### config.mk
export PLATFORM = sky130hd
export DESIGN_NAME = tt_ksa_frame_subtractor_flat
export DESIGN_NICKNAME = d
export VERILOG_FILES = /design/src/rtl/tt_ksa_frame_subtractor_if.sv /design/src/rtl/tt_ksa_frame_subtractor.sv /design/src/flat_wrapper.sv
export SDC_FILE = /design/constraint.sdc
export NUM_CORES = 1
export LEC_CHECK = 0
export CORE_MARGIN = 2
export CORE_UTILIZATION = 45
export CTS_BUF_LIST = sky130_fd_sc_hd__clkbuf_4 sky130_fd_sc_hd__clkbuf_8 sky130_fd_sc_hd__clkbuf_16
export DETAILED_ROUTE_END_ITERATION = 8
export PLACE_DENSITY_LB_ADDON = 0.15
export SYNTH_ARGS = -nofsm -noshare
export SYNTH_HDL_FRONTEND = slang
export SYNTH_SLANG_ARGS = --single-unit
### constraint.sdc
create_clock -name clk -period 2.3 [get_ports clk]
set_input_delay 0.46 -clock clk [delete_from_list [all_inputs] [get_ports clk]]
set_output_delay 0.46 -clock clk [all_outputs]
set_load 0.01 [all_outputs]
### src/rtl/tt_ksa_frame_subtractor_if.sv
// Tile pin bundle for the byte-serial frame subtractor: host-driven inputs and
// tile-driven outputs, split into host (master) and tile (slave) views.
interface tt_ksa_frame_subtractor_if;
    logic       ena;
    logic [7:0] ui_in;
    logic [7:0] uio_in;
    logic [7:0] uo_out;
    logic [7:0] uio_out;
    logic [7:0] uio_oe;

    modport master (output ena, ui_in, uio_in, input uo_out, uio_out, uio_oe);
    modport slave  (input ena, ui_in, uio_in, output uo_out, uio_out, uio_oe);
endinterface

### src/rtl/tt_ksa_frame_subtractor.sv
// Byte-serial NBYTES-wide subtractor: LSB-first A/B byte pairs arrive on strobe
// events, one difference byte per pair with the borrow carried between bytes.
module tt_ksa_frame_subtractor #(
    parameter int NBYTES = 4
) (
    input  logic                        clk,
    input  logic                        rst_n,
    tt_ksa_frame_subtractor_if.slave    bus
);
    localparam int CW = (NBYTES > 1) ? $clog2(NBYTES) : 1;

    typedef enum logic [1:0] {IDLE, WAIT_A, WAIT_B, DONE} state_e;

    state_e          state_q, state_d, eff_st;
    logic            s1_q, s2_q, s3_q;
    logic [7:0]      a_hold_q, a_hold_d;
    logic            borrow_q, borrow_d;
    logic [CW-1:0]   cnt_q, cnt_d;
    logic [7:0]      uo_q, uo_d;
    logic            busy_q, busy_d, done_q, done_d;
    logic            bout_q, bout_d, err_q, err_d;
    logic            evt, start, sel;
    logic [8:0]      diff;
    logic            unused_ok;

    assign evt   = s2_q & ~s3_q;
    assign start = bus.uio_in[1];
    assign sel   = bus.uio_in[2];
    assign diff  = {1'b0, a_hold_q} - {1'b0, bus.ui_in} - {8'd0, borrow_q};

    assign unused_ok = ^{bus.ena, bus.uio_in[7:3]};

    always_ff @(posedge clk or negedge rst_n) begin
        if (!rst_n) begin
            s1_q <= 1'b0;
            s2_q <= 1'b0;
            s3_q <= 1'b0;
        end else begin
            s1_q <= bus.uio_in[0];
            s2_q <= s1_q;
            s3_q <= s2_q;
        end
    end

    always_ff @(posedge clk or negedge rst_n) begin
        if (!rst_n) begin
            state_q  <= IDLE;
            a_hold_q <= 8'h00;
            borrow_q <= 1'b0;
            cnt_q    <= '0;
            uo_q     <= 8'h00;
            busy_q   <= 1'b0;
            done_q   <= 1'b0;
            bout_q   <= 1'b0;
            err_q    <= 1'b0;
        end else begin
            state_q  <= state_d;
            a_hold_q <= a_hold_d;
            borrow_q <= borrow_d;
            cnt_q    <= cnt_d;
            uo_q     <= uo_d;
            busy_q   <= busy_d;
            done_q   <= done_d;
            bout_q   <= bout_d;
            err_q    <= err_d;
        end
    end

    // A start first resets the frame, then its byte is handled as a WAIT_A byte.
    always_comb begin
        state_d  = state_q;
        a_hold_d = a_hold_q;
        borrow_d = borrow_q;
        cnt_d    = cnt_q;
        uo_d     = uo_q;
        busy_d   = busy_q;
        done_d   = done_q;
        bout_d   = bout_q;
        err_d    = err_q;
        eff_st   = state_q;
        if (evt) begin
            if (start) begin
                borrow_d = 1'b0;
                cnt_d    = '0;
                err_d    = 1'b0;
                done_d   = 1'b0;
                bout_d   = 1'b0;
                busy_d   = 1'b1;
                eff_st   = WAIT_A;
                state_d  = WAIT_A;
            end
            case (eff_st)
                WAIT_A: begin
                    if (!sel) begin
                        a_hold_d = bus.ui_in;
                        state_d  = WAIT_B;
                    end else begin
                        err_d = 1'b1;
                    end
                end
                WAIT_B: begin
                    if (sel) begin
                        uo_d     = diff[7:0];
                        borrow_d = diff[8];
                        if (cnt_q == CW'(NBYTES - 1)) begin
                            state_d = DONE;
                            busy_d  = 1'b0;
                            done_d  = 1'b1;
                            bout_d  = diff[8];
                        end else begin
                            cnt_d   = cnt_q + CW'(1);
                            state_d = WAIT_A;
                        end
                    end else begin
                        err_d = 1'b1;
                    end
                end
                default: err_d = 1'b1;
            endcase
        end
    end

    assign bus.uo_out  = uo_q;
    assign bus.uio_out = {err_q, bout_q, done_q, busy_q, 4'b0000};
    assign bus.uio_oe  = 8'hF0;
endmodule

### src/flat_wrapper.sv
// flat-port wrapper written by rule: the top's interface ports become plain ports
module tt_ksa_frame_subtractor_flat 
#(
    parameter int NBYTES = 4
)
  (clk, rst_n, bus_ena, bus_ui_in, bus_uio_in, bus_uo_out, bus_uio_out, bus_uio_oe);
  tt_ksa_frame_subtractor_if bus_i ();
  input  logic clk;
  input  logic rst_n;
  input wire logic [$bits(bus_i.ena)-1:0] bus_ena;
  input wire logic [$bits(bus_i.ui_in)-1:0] bus_ui_in;
  input wire logic [$bits(bus_i.uio_in)-1:0] bus_uio_in;
  output wire logic [$bits(bus_i.uo_out)-1:0] bus_uo_out;
  output wire logic [$bits(bus_i.uio_out)-1:0] bus_uio_out;
  output wire logic [$bits(bus_i.uio_oe)-1:0] bus_uio_oe;
  assign bus_i.ena = bus_ena;
  assign bus_i.ui_in = bus_ui_in;
  assign bus_i.uio_in = bus_uio_in;
  assign bus_uo_out = bus_i.uo_out;
  assign bus_uio_out = bus_i.uio_out;
  assign bus_uio_oe = bus_i.uio_oe;
  tt_ksa_frame_subtractor #(.NBYTES(NBYTES)) u_core (.clk(clk), .rst_n(rst_n), .bus(bus_i));
endmodule
# Word level (Yosys, flattened, before mapping)
# Cells that the tools add are included.
[totals]
ff_bits = 28
wordCells = 52
[op_classes]
addsub = 3
eq_ne = 3
n_mux = 29
bitwise_logic = 3
n_reduce_logical = 2
[op_table]
columns = ["cell", "count"]
rows = [
  ["1-bit two-way mux", 18],
  ["2-bit two-way mux", 9],
  ["8-bit by 8-bit subtractor with 9-bit output", 1],
  ["9-bit by 1-bit subtractor with 9-bit output", 1],
  ["3-bit AND reduction", 2],
  ["2-bit == test, second input constant", 2],
  ["2-bit one-hot mux with 2 select lines", 1],
  ["2-bit by 1-bit adder with 2-bit output, second input constant", 1],
  ["2-bit by 1-bit == test with 1-bit output, second input constant", 1],
  ["1-bit NOT", 2],
  ["1-bit one-hot mux with 2 select lines", 1],
  ["1-bit bitwise AND", 1],
]

# Logic depth before layout (Yosys ltp)
# Gate-level depths: netlist of the first run.
[depth]
word_depth = 5
mapped_depth = 8

# Least setup slack after synthesis of the first run
# No wires, ideal clock.
[synth_timing]
path_kind = "in2reg"
from = "in bus_ui_in[0]"
to = "reg u_core.uo_q[7] (netlist: u_core.bus.uo_out[7])"
arrival_ns = 2.186
t_required_ns = 2.180
slack_ns = -0.006
cell_stages = 8
n_path_buf = 0
cell_sequence = "inv_1 > fa_1 > inv_1 > ha_1 > o21ai_2 > a211oi_1 > or4_1 > a31o_1"
[synth_between]
elab_chain_len = 2
[synth_rtl]
columns = ["item", "line_no", "text"]
rows = [
  ["start: declaration", "flat_wrapper.sv:11", "input wire logic [$bits(bus_i.ui_in)-1:0] bus_ui_in;"],
  ["8-bit by 8-bit subtractor with 9-bit output", "tt_ksa_frame_subtractor.sv:29", "assign diff = {1'b0, a_hold_q} - {1'b0, bus.ui_in} - {8'd0, borrow_q};"],
  ["9-bit by 1-bit subtractor with 9-bit output", "tt_ksa_frame_subtractor.sv:29", ""],
  ["end signal: assignment", "tt_ksa_frame_subtractor.sv:61", "uo_q <= uo_d;"],
  ["end: declaration", "tt_ksa_frame_subtractor.sv:19", "logic [7:0] uo_q, uo_d;"],
]
# Every way passes these cells.
# A chain may end at the register's enable or synchronous reset.

# Worst setup path in the final report of the first run
[layout_timing]
from = "reg u_core.borrow_q"
to = "reg u_core.uo_q[7] (netlist: u_core.bus.uo_out[7])"
[layout_between]
elab_chain_len = 1
[layout_rtl]
columns = ["item", "line_no", "text"]
rows = [
  ["start: declaration", "tt_ksa_frame_subtractor.sv:17", "logic borrow_q, borrow_d;"],
  ["start signal: assignment", "tt_ksa_frame_subtractor.sv:59", "borrow_q <= borrow_d;"],
  ["9-bit by 1-bit subtractor with 9-bit output", "tt_ksa_frame_subtractor.sv:29", ""],
]
# Every way passes these cells.

==> reports/metrics.cfg, run 1 <==
[grt]
grt_pass1_vias = 1367
grt_max_degree = 29
antenna_found_initial = 0
grt_pass1_wl_mm = 6.078
overflow = 0
grtUsageTotal_pct = 17.06

[setup_path]
rrSetupSlack_ns = 0.07
cp-start-kind = register
path_max_fanout = 2
crit_slowest_cell = fa_1
crit_arrival_ns = 2.41
critical_path_class = register to register
path_cells = inv_2, fa_1, inv_1, ha_2, o21ai_2, a211oi_2, or4_1, a31o_1
reg2regPathDepth = 8
max_stage_delay_ns = 0.56
r2r-end = u_core.bus.uo_out[7]
required_ns = 2.48
end_kind = register
reg2reg_from = u_core.borrow_q
worstSetupStartpoint = u_core.borrow_q

[sta]
period_needed_ns = 2.228
fin_skew_ns = 0.005503
setup_viol = 0
relSlewSlack_pct = 60.88
rsz0062_at_grt = yes
drv_slew = 0
holdWs_ns = 0.3564
finalCritPeriodShare_pct = 96.87
fmax_ghz = 0.4489
finalHoldViolCount = 0
max_slew.worst_pin.slew_ns = 0.5862
setup_slack_ns = 0.07209

[layout]
nNetsFinal = 292
syn_to_final_growth_pct = 28.20
antennaDiodeCount = 0
drive_gt1_share_pct = 22.13
finalInstanceArea_um2 = 2406

[routing]
wirelength_mm = 3.644
wl_per_cell_um = 12.03
vias = 1513
routed_via_density = 4.993
route.detailed.drc = 0
firstDrtPassIters = 4
ant_nets = 0
drt_iter0_drc = 69

[logic_synthesis]
synthTopCellsByArea = dfrtp_1 (37%), ha_1 (11%), buf_4 (7.6%)
async_reset_ff_share_pct = 100.0
avgSynthCellArea_um2 = 9.111
synth-main-ff-cell = dfrtp_1
yosysSeqAreaShare_pct = 37.33
yosysTopAreaCellShare_pct = 37.33
syn-cell-area_um2 = 1877
synth_edf_count = 0
yosys_warnings = 0
syn_inst = 206
ys_types = 45
ys_seq_elements = 28
yosysTopAreaCell = dfrtp_1
ys_top_cells_by_count = dfrtp_1 (28), inv_1 (28), nand2_1 (23)

[place]
place.gp.congestion = 0.8020
dpl_cell_area_um2 = 2288
dp_slack_ns = -0.5583
port_buffers = 24
dpl.hpwl_mm = 2.776

[hold_path]
min_path_cells = 0
holdPathEnd = u_core.s2_q
min_from = u_core.s1_q
hold_class = register to register

[die]
die_w_um = 68.58
die-area_um2 = 4703
initial_utilization_pct = 46.92
ioPinCount = 43
row_count = 23
coreArea_um2 = 4000
die_h_um = 68.58

[clocking]
cts_root_buffer = clkbuf_8
clkTransAtPathRegs_ns = 0.10
insertion_delay_ns = 0.28
hold_buffers = 0
clock_sinks = 28
cts_tree = yes
cts_made_buffers = 3
clockBufferDepth = 2
htreeDepth = 1

[flow_run]
cap_violations = 0

[power_and_ir_drop]
p_per_area_nw_per_um2 = 893.0
max-vdd-ir-drop_v = 0.0004374
leakagePower_nw = 1.197

[status]
run_status = completed

flip-flops by register name (all words and copies together) (netlist names):
signal	flops
u_core.a_hold_q	8
u_core.bus.uo_out	8
u_core.cnt_q	2
u_core.state_q	2
u_core.borrow_q	1
u_core.bout_q	1
u_core.busy_q	1
u_core.done_q	1
u_core.err_q	1
u_core.s1_q	1
u_core.s2_q	1
u_core.s3_q	1
power by group:
part           switching, mW  total, mW  internal [mW]
Sequential            0.0545      0.651          0.596
Clock                  0.156      0.309          0.154
Combinational          0.558       1.19          0.631
worst max-delay path: cells and delay by family (launching register included):
family / cells / cell delay (ns)
AND/OR/NAND/NOR: 1 / 0.52
flip-flops: 1 / 0.37
adder cells (fa/ha/maj): 2 / 0.73
buffers and inverters: 2 / 0.11
AO/OA/AOI/OAI: 3 / 0.41
cell type report:
type,instances,area (um2)
Clock buffer,4,55.05
Multi-Input combinational cell,138,1015
Fill cell,355,1594
Timing Repair Buffer,55,467.9
Tap cell,50,62.56
Inverter,28,105.1
Sequential cell,28,700.7
how the worst max path moves through the flow:
stage                      endpoint
4_1_cts        u_core.bus.uo_out[7]
3_5_place_dp   u_core.bus.uo_out[7]
2_1_floorplan  u_core.bus.uo_out[7]
5_1_grt        u_core.bus.uo_out[7]
3_3_place_gp   u_core.bus.uo_out[7]
6_report       u_core.bus.uo_out[7]
logic make-up (layout without fill, tap and decap cells):
group	after synthesis	count (layout)	share of synthesized area, %
fa+ha+maj	19	19	13.47
mux	2	2	1.133
other cells	2	12	0.4001
buf+inv	50	87	13.80
flops	28	28	37.33
compound gates	53	53	18.40
simple gates	49	49	14.07
xor+xnor	3	3	1.400
layer usage:
metal | routed length [um] | vias to the layer above | global-route usage, %
met5 | 0 | - | 0
met4 | 51 | 0 | 6.000
met3 | 124 | 5 | 1.948
met2 | 1684 | 31 | 28.00
met1 | 1784 | 713 | 23.16
li1 | - | 764 | -
through the flow:
| step | TNS [ns] | total power [mW] | std cells | utilization (%) |
|---|---|---|---|---|
| 4_1_cts | 0 | 2.067 | 302 | 58.68 |
| 2_1_floorplan | 0 | 1.289 | 216 | - |
| 3_3_place_gp | -2.261 | 1.725 | 298 | 57.21 |
| 5_1_grt | -0.03878 | 2.341 | 303 | 60.15 |
| 6_report | 0 | 2.149 | 303 | 60.15 |
| 3_5_place_dp | -2.679 | 1.744 | 298 | 57.21 |
layout by cell type (no fill, tap or decap), types with 2 or more instances in the layout:
master / Yosys / layout
a211o_1: 2 / 2
a21o_1: 3 / 3
a21oi_1: 7 / 6
a31oi_1: 2 / 2
and3_1: 2 / 2
buf_4: 19 / 31
clkbuf_8: 0 / 4
clkdlybuf4s50_1: 0 / 23
conb_1: 2 / 12
dfrtp_1: 28 / 28
fa_1: 2 / 2
ha_1: 17 / 12
ha_2: 0 / 2
ha_4: 0 / 3
inv_1: 28 / 25
inv_2: 0 / 3
nand2_1: 23 / 23
nand3_1: 4 / 4
nor2_1: 7 / 7
nor2b_1: 2 / 2
o21ai_0: 22 / 22
o31ai_1: 4 / 4
xor2_1: 2 / 2
what timing repair did:
action	in CTS	in global routing
endpoints found under the hold margin	0	0
buffers inserted	0	1
gates cloned	0	0
endpoints found under the setup margin	5	3
gates resized for setup	2	13
pin swaps	3	8
Note: power is estimated with default switching activity, not from simulation.
==> inputs of run 2 (changes only) <==
PLACE_DENSITY_LB_ADDON = 0.3   (was 0.15)
==> run 2 against run 1 <==
  * Hold slack gained 0.0017 ns
  * Setup slack got worse by 0.012 ns
  * Clock power down 14%
  * Sequential share of layout area increased by 0.076 points
  * Clock-buffer cell count decreased by 1
  * Power down 1.3%
  * First-iteration DRC count shrank 45%
  * Largest cell class unchanged
==> reports/metrics.cfg, run 2 (synthesis gave the netlist of run 1 again) <==
[status]
run_status = completed

[clocking]
htreeDepth = 1  ; unchanged
cts_made_buffers = 3  ; unchanged
clkTransAtPathRegs_ns = 0.10  ; about the same
clock_sinks = 28  ; unchanged
cts_root_buffer = clkbuf_8
cts_tree = yes
insertion_delay_ns = 0.28  ; about the same
hold_buffers = 0  ; unchanged
clockBufferDepth = 2  ; unchanged

[routing]
vias = 1466  ; -3.1%
routed_via_density = 4.854  ; -2.8%
drt_iter0_drc = 38  ; -45%
wirelength_mm = 3.582  ; -1.7%
firstDrtPassIters = 4  ; unchanged
ant_nets = 0  ; unchanged
wl_per_cell_um = 11.86  ; -1.4%
route.detailed.drc = 0  ; unchanged

[setup_path]
r2r-end = u_core.bus.uo_out[7]
reg2regPathDepth = 8  ; unchanged
rrSetupSlack_ns = 0.07  ; about the same
reg2reg_from = u_core.borrow_q
cp-start-kind = primary input
endpoint = u_core.bus.uo_out[7]
crit_arrival_ns = 2.41  ; about the same
end_kind = register
worstSetupStartpoint = bus_ui_in[4]
path_max_fanout = 3  ; +1
critical_path_class = primary input to register
required_ns = 2.47  ; about the same

[layout]
antennaDiodeCount = 0  ; unchanged
layout_commonest_cell = buf_4
post-route-util_pct = 59.99  ; -0.16 points
layout_common_cells = buf_4 (31), dfrtp_1 (28), inv_1 (26)
nNetsFinal = 292  ; unchanged
seq_area_um2 = 700.7  ; unchanged
drive_gt1_share_pct = 21.03  ; -1.1 points
stdcell_count = 302  ; -0.33%
fill_cells = 350  ; -1.4%
multi_input_area_um2 = 1020  ; +0.49%
syn_to_final_growth_pct = 27.87

[sta]
period_needed_ns = 2.240  ; +0.01222 ns
fmax_ghz = 0.4464  ; -0.55%
setup_viol = 0  ; unchanged
drv_slew = 0  ; unchanged
rsz0062_at_grt = yes
fin_skew_ns = 0.01123  ; +0.005728 ns
setup-tns-final_ns = 0  ; unchanged
finalCritPeriodShare_pct = 97.40  ; +0.53 points
setup_slack_ns = 0.05988  ; -0.01222 ns
finalHoldViolCount = 0  ; unchanged

[die]
row_count = 23  ; unchanged
ioPinCount = 43  ; unchanged
initial_utilization_pct = 46.92  ; unchanged
die_w_um = 68.58  ; unchanged
die_h_um = 68.58  ; unchanged
coreArea_um2 = 4000  ; unchanged
die-area_um2 = 4703  ; unchanged

[place]
dpl.hpwl_mm = 2.677  ; -3.6%
dp_slack_ns = -0.5725  ; -0.01422 ns
port_buffers = 24  ; unchanged
place.gp.congestion = 0.7952  ; -0.85%
dp.cells = 295  ; -1.0%

[power_and_ir_drop]
total_power_mw = 2.122  ; -1.3%
leakagePower_nw = 1.205  ; +0.65%
max-vdd-ir-drop_v = 0.0004453  ; +1.8%
p_per_area_nw_per_um2 = 884.1  ; -1.0%

[hold_path]
hold_class = register to register

[grt]
grtUsageTotal_pct = 16.62  ; -0.44 points
grt_pass1_vias = 1309  ; -4.2%
overflow = 0  ; unchanged
grt_max_degree = 29  ; unchanged
antenna_found_initial = 0  ; unchanged
grt_pass1_wl_mm = 5.865  ; -3.5%

[flow_run]
cap_violations = 0  ; unchanged

==> run 2: per-layer routing <==
| layer | vias to the layer above | GRT usage, % | wire (um) |
|---|---|---|---|
| li1 | 763 | - | - |
| met4 | 0 | 7.250 | 48 |
| met3 | 4 | 2.435 | 102 |
| met2 | 23 | 25.84 | 1657 |
| met5 | - | 0 | 0 |
| met1 | 676 | 22.90 | 1774 |
==> run 2: cell type report <==
cell class	count	area share, %
multi-input cells	138	42.49
flip-flops and latches	28	29.20
repair buffers	55	19.60
inverters	28	4.380
well taps	50	2.607
clock buffers	3	1.721
==> run 2: how the worst min path moves through the flow <==
stage | start | cells after the start | slack, ns | to
final | u_core.s1_q | 0 | 0.36 | u_core.s2_q
after CTS | u_core.s1_q | 0 | 0.36 | u_core.s2_q
after global placement | u_core.s1_q | 0 | 0.34 | u_core.s2_q
after detailed placement | u_core.s1_q | 0 | 0.34 | u_core.s2_q
after global routing | u_core.s1_q | 0 | 0.37 | u_core.s2_q
after floorplan | rst_n | 0 | 0.16 | u_core.a_hold_q[0]
==> run 2: power breakdown <==
group          leakage, nW  internal (mW)  switching, mW
registers            0.356          0.596         0.0540
clock network       0.0216          0.118          0.148
logic                0.827          0.637          0.569
==> run 2: timing repair <==
item | 4_1_cts | 5_1_grt
gates resized for setup | 3 | 12
buffers inserted | 3 | 1
endpoints found under the setup margin | 3 | 4
pin swaps | 5 | 10
endpoints found under the hold margin | 0 | 0
==> run 2: critical path: stages <==
cell,delay [ns]
clkdlybuf4s50_1,0.42
ha_1,0.29
inv_1,0.11
ha_4,0.23
a21oi_2,0.15
o21ai_0,0.12
or4_1,0.41
a31o_1,0.22
==> run 2: stage by stage <==
step / hold slack [ns] / cell area [um2]
3_3_place_gp: 0.3367 / 2266
2_1_floorplan: 0.1644 / 1914
4_1_cts: 0.3617 / 2336
5_1_grt: 0.3724 / 2400
3_5_place_dp: 0.3404 / 2266
6_report: 0.3581 / 2400
==> inputs of run 3 (changes only) <==
SLEW_MARGIN = 5   (was not set)
==> results of run 3 <==
Same layout as run 2: the final DEF is identical, and so are final timing and power.
